## config.mk

```make
export PLATFORM = sky130hd
export DESIGN_NAME = de_issue_scoreboard_flat
export DESIGN_NICKNAME = d
export VERILOG_FILES = /design/src/rtl/de_issue_scoreboard_pkg.sv /design/src/rtl/de_issue_scoreboard_if.sv /design/src/rtl/de_issue_scoreboard_sb_counter.sv /design/src/rtl/de_issue_scoreboard.sv /design/src/flat_wrapper.sv
export SDC_FILE = /design/constraint.sdc
export NUM_CORES = 1
export LEC_CHECK = 0
export ABC_AREA = 1
export BUFFER_PORTS_ARGS = -buffer_cell sky130_fd_sc_hd__buf_2
export CORE_AREA = 8 8 76 91
export CTS_BUF_LIST = sky130_fd_sc_hd__clkbuf_4
export DETAILED_ROUTE_END_ITERATION = 8
export DIE_AREA = 0 0 84 99
export PLACE_DENSITY = 0.91
export SKIP_CTS_REPAIR_TIMING = 1
export SLEW_MARGIN = 20
export SYNTH_ARGS = -nofsm -noshare
export SYNTH_HDL_FRONTEND = slang
export SYNTH_HIERARCHICAL = 1
export SYNTH_SLANG_ARGS = --single-unit
```

## constraint.sdc

```tcl
create_clock -name i_clk -period 6.2 [get_ports i_clk]
set_input_delay 0.31 -clock i_clk [delete_from_list [all_inputs] [get_ports i_clk]]
set_output_delay 0.31 -clock i_clk [all_outputs]
set_load 0.02 [all_outputs]
```

## src/rtl/de_issue_scoreboard_pkg.sv

```systemverilog
// -----------------------------------------------------------------------------
// de_issue_scoreboard_pkg
// Shared constants and types for the decode-stage issue controller:
//   - scoreboard geometry (REGWORDS, REGNOBITS, CNTBITS)
//   - control-resolve watchdog limit (CTRL_TIMEOUT)
//   - resolve FSM state encoding (IDLE=0, CTRL_WAIT=1, FLUSH=2)
// -----------------------------------------------------------------------------
package de_issue_scoreboard_pkg;

    localparam int REGWORDS     = 16;
    localparam int REGNOBITS    = 4;
    localparam int CNTBITS      = 2;
    localparam int CTRL_TIMEOUT = 15;

    typedef enum logic [1:0] {
        IDLE      = 2'd0,
        CTRL_WAIT = 2'd1,
        FLUSH     = 2'd2
    } state_e;

endpackage

```

## src/rtl/de_issue_scoreboard_if.sv

```systemverilog
// -----------------------------------------------------------------------------
// de_issue_scoreboard_if
// Bundles the decode/AGEX/WB inputs and the issue/stall/flush/status outputs of
// de_issue_scoreboard.
//   master : the pipeline side (drives DE/AGEX/WB info, observes issue control)
//   slave  : the issue controller
// All outputs are level signals sampled by the pipeline at the next posedge;
// there is no valid/ready handshake here, de_valid simply qualifies the DE
// fields and issue says the DE instruction is accepted at the coming edge.
// dbg_state exposes the resolve FSM state for observation.
// -----------------------------------------------------------------------------
interface de_issue_scoreboard_if;
    import de_issue_scoreboard_pkg::*;

    logic                 de_valid;
    logic                 de_read_rs;
    logic                 de_read_rt;
    logic [REGNOBITS-1:0] de_rs;
    logic [REGNOBITS-1:0] de_rt;
    logic                 de_wr_reg;
    logic [REGNOBITS-1:0] de_wregno;
    logic                 de_is_load;
    logic                 de_is_ctrl;
    logic                 agex_br_resolved;
    logic                 agex_br_mispred;
    logic                 wb_wr_reg;
    logic [REGNOBITS-1:0] wb_wregno;

    logic                 issue;
    logic                 dep_stall;
    logic                 ctrl_stall;
    logic                 flush;
    logic [REGWORDS-1:0]  busy_mask;
    logic                 err_overflow;
    logic                 err_underflow;
    logic                 err_timeout;
    state_e               dbg_state;

    modport master (
        output de_valid, de_read_rs, de_read_rt, de_rs, de_rt, de_wr_reg,
               de_wregno, de_is_load, de_is_ctrl, agex_br_resolved,
               agex_br_mispred, wb_wr_reg, wb_wregno,
        input  issue, dep_stall, ctrl_stall, flush, busy_mask,
               err_overflow, err_underflow, err_timeout, dbg_state
    );

    modport slave (
        input  de_valid, de_read_rs, de_read_rt, de_rs, de_rt, de_wr_reg,
               de_wregno, de_is_load, de_is_ctrl, agex_br_resolved,
               agex_br_mispred, wb_wr_reg, wb_wregno,
        output issue, dep_stall, ctrl_stall, flush, busy_mask,
               err_overflow, err_underflow, err_timeout, dbg_state
    );

endinterface

```

## src/rtl/de_issue_scoreboard_sb_counter.sv

```systemverilog
// -----------------------------------------------------------------------------
// sb_counter
// One saturating up/down pending-writer counter of the register scoreboard.
//   i_clk, i_rst_n : clock, async active-low reset
//   i_inc          : a writer of this register issues
//   i_dec          : WB retires a write to this register
//   o_cnt          : current pending-writer count
//   o_ovf          : strobe, increment requested while at max (count held)
//   o_unf          : strobe, decrement requested while at zero (count held)
// Simultaneous inc and dec cancel and never raise a strobe.
// -----------------------------------------------------------------------------
module sb_counter #(
    parameter int W = 2
) (
    input  logic         i_clk,
    input  logic         i_rst_n,
    input  logic         i_inc,
    input  logic         i_dec,
    output logic [W-1:0] o_cnt,
    output logic         o_ovf,
    output logic         o_unf
);

    localparam logic [W-1:0] MAXV = '1;

    logic [W-1:0] r_cnt;
    logic         w_up;
    logic         w_dn;

    always_comb begin
        w_up  = i_inc & ~i_dec;
        w_dn  = i_dec & ~i_inc;
        o_ovf = w_up & (r_cnt == MAXV);
        o_unf = w_dn & (r_cnt == '0);
    end

    always_ff @(posedge i_clk or negedge i_rst_n) begin
        if (!i_rst_n) begin
            r_cnt <= '0;
        end else if (w_up && !o_ovf) begin
            r_cnt <= r_cnt + 1'b1;
        end else if (w_dn && !o_unf) begin
            r_cnt <= r_cnt - 1'b1;
        end
    end

    assign o_cnt = r_cnt;

endmodule

```

## src/rtl/de_issue_scoreboard.sv

```systemverilog
// -----------------------------------------------------------------------------
// de_issue_scoreboard
// Decode-stage issue controller: per-register pending-writer scoreboard,
// one-bubble load-use hazard detection, and a resolve FSM that holds fetch
// while a branch/JAL is in flight and pulses flush on a mispredict.
//   i_clk   : clock, all state on posedge
//   i_rst_n : asynchronous active-low reset
//   io_sb   : de_issue_scoreboard_if.slave (DE/AGEX/WB inputs, issue/stall/
//             flush/busy_mask/sticky errors/dbg_state outputs)
// -----------------------------------------------------------------------------
module de_issue_scoreboard
    import de_issue_scoreboard_pkg::*;
#(
    parameter int CTRL_TIMEOUT_P = CTRL_TIMEOUT
) (
    input  logic                  i_clk,
    input  logic                  i_rst_n,
    de_issue_scoreboard_if.slave  io_sb
);

    localparam int TMRBITS = $clog2(CTRL_TIMEOUT_P + 1);

    state_e               r_state;
    state_e               w_state_nxt;
    logic [TMRBITS-1:0]   r_timer;
    logic [TMRBITS-1:0]   w_timer_nxt;
    logic                 w_timeout_hit;

    logic                 r_ld_vld;
    logic [REGNOBITS-1:0] r_ld_reg;

    logic                 r_err_ovf;
    logic                 r_err_unf;
    logic                 r_err_to;

    logic                 w_ctrl_stall;
    logic                 w_dep_stall;
    logic                 w_issue;

    logic [REGWORDS-1:0]  w_inc;
    logic [REGWORDS-1:0]  w_dec;
    logic [REGWORDS-1:0]  w_ovf;
    logic [REGWORDS-1:0]  w_unf;
    logic [REGWORDS-1:0]  w_busy;
    logic [CNTBITS-1:0]   w_cnt [REGWORDS];

    // Stall / issue decisions are purely combinational on current state.
    always_comb begin
        w_ctrl_stall = (r_state != IDLE);
        w_dep_stall  = io_sb.de_valid & r_ld_vld &
                       ((io_sb.de_read_rs & (io_sb.de_rs == r_ld_reg)) |
                        (io_sb.de_read_rt & (io_sb.de_rt == r_ld_reg)));
        w_issue      = io_sb.de_valid & ~w_dep_stall & ~w_ctrl_stall;
    end

    // Load tag follows the instruction into AGEX; only that one slot can
    // create a hazard because MEM/WB results are forwarded.
    always_ff @(posedge i_clk or negedge i_rst_n) begin
        if (!i_rst_n) begin
            r_ld_vld <= 1'b0;
            r_ld_reg <= '0;
        end else begin
            r_ld_vld <= w_issue & io_sb.de_is_load & io_sb.de_wr_reg;
            r_ld_reg <= io_sb.de_wregno;
        end
    end

    for (genvar g = 0; g < REGWORDS; g++) begin : g_sb
        assign w_inc[g]  = w_issue & io_sb.de_wr_reg &
                           (io_sb.de_wregno == REGNOBITS'(g));
        assign w_dec[g]  = io_sb.wb_wr_reg & (io_sb.wb_wregno == REGNOBITS'(g));
        assign w_busy[g] = |w_cnt[g];

        sb_counter #(.W(CNTBITS)) u_cnt (
            .i_clk   (i_clk),
            .i_rst_n (i_rst_n),
            .i_inc   (w_inc[g]),
            .i_dec   (w_dec[g]),
            .o_cnt   (w_cnt[g]),
            .o_ovf   (w_ovf[g]),
            .o_unf   (w_unf[g])
        );
    end

    // Resolve FSM, next-state half. The timer counts cycles spent in
    // CTRL_WAIT; the watchdog fires on the cycle the timer reaches the limit.
    always_comb begin
        w_state_nxt   = r_state;
        w_timer_nxt   = r_timer;
        w_timeout_hit = 1'b0;
        unique case (r_state)
            IDLE: begin
                if (w_issue && io_sb.de_is_ctrl) begin
                    w_state_nxt = CTRL_WAIT;
                    w_timer_nxt = '0;
                end
            end
            CTRL_WAIT: begin
                if (io_sb.agex_br_resolved) begin
                    w_state_nxt = io_sb.agex_br_mispred ? FLUSH : IDLE;
                end else if (r_timer == TMRBITS'(CTRL_TIMEOUT_P)) begin
                    w_state_nxt   = IDLE;
                    w_timeout_hit = 1'b1;
                end else begin
                    w_timer_nxt = r_timer + 1'b1;
                end
            end
            FLUSH: begin
                w_state_nxt = IDLE;
            end
            default: begin
                w_state_nxt = IDLE;
            end
        endcase
    end

    always_ff @(posedge i_clk or negedge i_rst_n) begin
        if (!i_rst_n) begin
            r_state <= IDLE;
            r_timer <= '0;
        end else begin
            r_state <= w_state_nxt;
            r_timer <= w_timer_nxt;
        end
    end

    // Sticky error flags, cleared only by reset.
    always_ff @(posedge i_clk or negedge i_rst_n) begin
        if (!i_rst_n) begin
            r_err_ovf <= 1'b0;
            r_err_unf <= 1'b0;
            r_err_to  <= 1'b0;
        end else begin
            r_err_ovf <= r_err_ovf | (|w_ovf);
            r_err_unf <= r_err_unf | (|w_unf);
            r_err_to  <= r_err_to  | w_timeout_hit;
        end
    end

    assign io_sb.issue         = w_issue;
    assign io_sb.dep_stall     = w_dep_stall;
    assign io_sb.ctrl_stall    = w_ctrl_stall;
    assign io_sb.flush         = (r_state == FLUSH);
    assign io_sb.busy_mask     = w_busy;
    assign io_sb.err_overflow  = r_err_ovf;
    assign io_sb.err_underflow = r_err_unf;
    assign io_sb.err_timeout   = r_err_to;
    assign io_sb.dbg_state     = r_state;

endmodule

```

## src/flat_wrapper.sv

```systemverilog
// flat-port wrapper written by rule: the top's interface ports become plain ports
module de_issue_scoreboard_flat import de_issue_scoreboard_pkg::*;
#(
    parameter int CTRL_TIMEOUT_P = CTRL_TIMEOUT
)
  (i_clk, i_rst_n, io_sb_de_valid, io_sb_de_read_rs, io_sb_de_read_rt, io_sb_de_rs, io_sb_de_rt, io_sb_de_wr_reg, io_sb_de_wregno, io_sb_de_is_load, io_sb_de_is_ctrl, io_sb_agex_br_resolved, io_sb_agex_br_mispred, io_sb_wb_wr_reg, io_sb_wb_wregno, io_sb_issue, io_sb_dep_stall, io_sb_ctrl_stall, io_sb_flush, io_sb_busy_mask, io_sb_err_overflow, io_sb_err_underflow, io_sb_err_timeout, io_sb_dbg_state);
  de_issue_scoreboard_if io_sb_i ();
  input  logic i_clk;
  input  logic i_rst_n;
  input wire logic [$bits(io_sb_i.de_valid)-1:0] io_sb_de_valid;
  input wire logic [$bits(io_sb_i.de_read_rs)-1:0] io_sb_de_read_rs;
  input wire logic [$bits(io_sb_i.de_read_rt)-1:0] io_sb_de_read_rt;
  input wire logic [$bits(io_sb_i.de_rs)-1:0] io_sb_de_rs;
  input wire logic [$bits(io_sb_i.de_rt)-1:0] io_sb_de_rt;
  input wire logic [$bits(io_sb_i.de_wr_reg)-1:0] io_sb_de_wr_reg;
  input wire logic [$bits(io_sb_i.de_wregno)-1:0] io_sb_de_wregno;
  input wire logic [$bits(io_sb_i.de_is_load)-1:0] io_sb_de_is_load;
  input wire logic [$bits(io_sb_i.de_is_ctrl)-1:0] io_sb_de_is_ctrl;
  input wire logic [$bits(io_sb_i.agex_br_resolved)-1:0] io_sb_agex_br_resolved;
  input wire logic [$bits(io_sb_i.agex_br_mispred)-1:0] io_sb_agex_br_mispred;
  input wire logic [$bits(io_sb_i.wb_wr_reg)-1:0] io_sb_wb_wr_reg;
  input wire logic [$bits(io_sb_i.wb_wregno)-1:0] io_sb_wb_wregno;
  output wire logic [$bits(io_sb_i.issue)-1:0] io_sb_issue;
  output wire logic [$bits(io_sb_i.dep_stall)-1:0] io_sb_dep_stall;
  output wire logic [$bits(io_sb_i.ctrl_stall)-1:0] io_sb_ctrl_stall;
  output wire logic [$bits(io_sb_i.flush)-1:0] io_sb_flush;
  output wire logic [$bits(io_sb_i.busy_mask)-1:0] io_sb_busy_mask;
  output wire logic [$bits(io_sb_i.err_overflow)-1:0] io_sb_err_overflow;
  output wire logic [$bits(io_sb_i.err_underflow)-1:0] io_sb_err_underflow;
  output wire logic [$bits(io_sb_i.err_timeout)-1:0] io_sb_err_timeout;
  output wire logic [$bits(io_sb_i.dbg_state)-1:0] io_sb_dbg_state;
  assign io_sb_i.de_valid = io_sb_de_valid;
  assign io_sb_i.de_read_rs = io_sb_de_read_rs;
  assign io_sb_i.de_read_rt = io_sb_de_read_rt;
  assign io_sb_i.de_rs = io_sb_de_rs;
  assign io_sb_i.de_rt = io_sb_de_rt;
  assign io_sb_i.de_wr_reg = io_sb_de_wr_reg;
  assign io_sb_i.de_wregno = io_sb_de_wregno;
  assign io_sb_i.de_is_load = io_sb_de_is_load;
  assign io_sb_i.de_is_ctrl = io_sb_de_is_ctrl;
  assign io_sb_i.agex_br_resolved = io_sb_agex_br_resolved;
  assign io_sb_i.agex_br_mispred = io_sb_agex_br_mispred;
  assign io_sb_i.wb_wr_reg = io_sb_wb_wr_reg;
  assign io_sb_i.wb_wregno = io_sb_wb_wregno;
  assign io_sb_issue = io_sb_i.issue;
  assign io_sb_dep_stall = io_sb_i.dep_stall;
  assign io_sb_ctrl_stall = io_sb_i.ctrl_stall;
  assign io_sb_flush = io_sb_i.flush;
  assign io_sb_busy_mask = io_sb_i.busy_mask;
  assign io_sb_err_overflow = io_sb_i.err_overflow;
  assign io_sb_err_underflow = io_sb_i.err_underflow;
  assign io_sb_err_timeout = io_sb_i.err_timeout;
  assign io_sb_dbg_state = io_sb_i.dbg_state;
  de_issue_scoreboard #(.CTRL_TIMEOUT_P(CTRL_TIMEOUT_P)) u_core (.i_clk(i_clk), .i_rst_n(i_rst_n), .io_sb(io_sb_i));
endmodule
```

==> summary.md <==
| Metric | Value |
|---|---|
| Number of flip-flops in the largest register | 32 |
| Syn_area_per_cell | 6.03 µm² |
| Worst setup margin | 3.68 ns |
| WHS | 0.106 ns |
| Period utilization | 40.7% |
| WL per Instance | 11.0 µm |
| Setup_tns | 0 ns |
| RSZ-0062 raised after global routing | no |
| Count leader, synth | nand2_1 |
| Vias in the first global route | 3199 |
| P&R area growth vs syn | 11.9% |
| Final wirelength | 7560 µm |
| Crit path DAT | 2.76 ns |
| CP Capture Type | flop |
| Largest net degree at the start of global routing | 47 |
| Yosys warns | 6 |
| Syn Nets | 588 |
| Layout cells sized above 1 | 19.8% |
| DIE WIDTH | 84 µm |
| Clk buf depth | 2 |
| Die Ht | 99 µm |
| Synth async-reset ratio | 100% |
| First drt pass iteration count | 4 |
| Wire length of the first global-routing pass | 13200 µm |
| HP Class | input pin to flop |
| Initial antenna violation count | 0 |
| Top_reg_cell synth | dfrtp_1 |
| Crit Path Category | flop to flop |
| CTS buffer count | 5 |
| Synth cell count leaders | 183 x nand2_1, 102 x nor2_1, 90 x inv_1, 46 x dfrtp_1, 42 x nand3_1 |
| Fmax | 397 MHz |
| Area contributors post-synth | dfrtp_1 34%, nand2_1 20%, nor2_1 11% |
| Non-Filler Instances | 684 |
| Clock-pin transition on the worst setup and hold timing paths | 0.13 ns |
| Initial Util | 61.2% |
| Share of the synthesized area in the top cell type | 34.1% |
| Leakage | 2.15 nW |
| Total track usage | 18.7% |
| Slew @ Worst Pin | 0.576 ns |
| Placement row count | 30 |
| H-Tree Depth | 2 |
| Hold Vio Cnt, Final | 0 |
| Startpoint Class | flop |
| DP HPWL | 6210 µm |
| VDD IR max | 0.188 mV |
| Placed cells | 675 |
| Slew Limit Headroom | 61.6% |
| GRT Residual Overflow | 0 |
| Cell variety after synth | 20 |
| Via count | 3362 |
| Fin nets | 647 |
| Post-layout minimum cycle time | 2.52 ns |
| IO Count | 52 |
| Port Buffers | 51 |
| CORE AREA | 0.00552 mm² |
| Root Buffer | clkbuf_4 |
| Die area | 0.00832 mm² |
| Clock latency on the worst-skew pair | 0.35 ns |
| DP Worst Slack | 3.70 ns |
| Routability Congestion | 0.909 |
| Total Power | 987 µW |
| CP required | 6.44 ns |
| Max Slew Vio Count | 0 |
| Sequential-to-total area share from yosys stat | 34.1% |
| DP Area | 0.00371 mm² |
| Leading area contributor after synthesis | dfrtp_1 |
| Post-route cell area | 0.00378 mm² |
| DRC Markers | 0 |
| Mapped Area | 0.00337 mm² |
| Skew final | 0.0124 ns |
| Vias/cell | 4.92 |
| Fillers | 502 |
| Cells after Synth | 560 |
| CTS tree | yes |
| Post-DRT Antenna Nets | 0 |
| Max FO, Critical Path | 4 |
| Antenna fix cells | 0 |
| Layout Utilization | 68.4% |
| P per Cell Area | 261 mW/mm² |
| Max_cap viols | 0 |
| Post-synth EDFFs | 0 |
| Final setup violation count | 0 |
| #FFs+latches synth | 46 |
| DR iter-0 viols | 129 |
| Status | finished clean |
| Clk sinks | 46 |
==> final cells by class <==
class                   instances  area, µm²  share of cell area, %
flip-flops and latches         46       1150                   30.5
well taps                      64       80.1                   2.12
inverters                     108        405                   10.7
repair buffers                 52        268                   7.09
multi-input cells             406       1820                   48.1
clock inverters                 2       8.76                  0.232
clock buffers                   6       45.0                   1.19
==> layout by cell type (no fill, tap or decap) <==
cell type / count
nand2_4: 6
inv_1: 90
nor4_1: 8
a21oi_1: 17
nand2_2: 18
buf_2: 50
o211ai_1: 1
clkinv_1: 1
nand3_2: 2
or2_2: 18
nand3_1: 42
xnor2_1: 2
buf_4: 1
inv_2: 18
clkinv_2: 1
nand4_1: 2
ha_1: 1
nor2_2: 1
dfrtp_1: 46
nor2_8: 1
dlygate4sd3_1: 1
clkbuf_4: 6
o21ai_0: 1
nand2_1: 183
a31o_2: 1
nor2_1: 102
==> path summary, 6_finish.rpt <==
check                                         startpoint                        endpoint  slack (ns)  cells after the start
worst max register to register        u_core/r_ld_reg[3]      u_core/io_sb.err_underflow        3.68                     17
min in group asynchronous                        i_rst_n  u_core/g_sb[10].u_cnt/o_cnt[0]        0.48                      2
worst max-delay path                  u_core/r_ld_reg[3]      u_core/io_sb.err_underflow        3.68                     17
worst min-delay path                  io_sb_de_wregno[2]              u_core/r_ld_reg[2]        0.11                      1
max in group asynchronous                        i_rst_n      u_core/io_sb.err_underflow        5.32                      2
worst min register to register  u_core/io_sb.err_timeout        u_core/io_sb.err_timeout        0.48                      1
==> routing by layer <==
metal / global-route usage [%] / share of wire [%]
met4: 7.32 / 2.4
met2: 32.5 / 48
met3: 5.12 / 5.6
met5: 0 / 0
met1: 20.9 / 44
==> logic make-up after synthesis <==
family	share of synthesized area, %
flip-flops	34.1
AO/OA/AOI/OAI	3.15
buffers and inverters	12.0
AND/OR/NAND/NOR	49.8
adder cells (fa/ha/maj)	0.371
XOR/XNOR	0.519
==> report_power, final <==
| group | internal, mW | switching [mW] | leakage, nW |
|---|---|---|---|
| sequential | 0.359 | 0.0619 | 0.598 |
| clock | 0.0472 | 0.0922 | 0.0331 |
| combinational | 0.158 | 0.269 | 1.51 |
==> worst max-delay path: stages, from the launching register on <==
cell     delay (ns)
dfrtp_1        0.42
inv_2          0.07
nand2_1        0.05
nand2_1        0.06
nor2_1         0.04
nand3_1        0.09
nand2_2        0.07
nand2_4        0.07
nand2_4        0.07
nor2_8         0.16
nand2_4        0.09
nor2_1         0.27
inv_1          0.07
nand2_1        0.08
nor2_1         0.05
nor4_1         0.33
nand4_1        0.12
or2_2          0.29
Power figures use the tool's default switching activity.
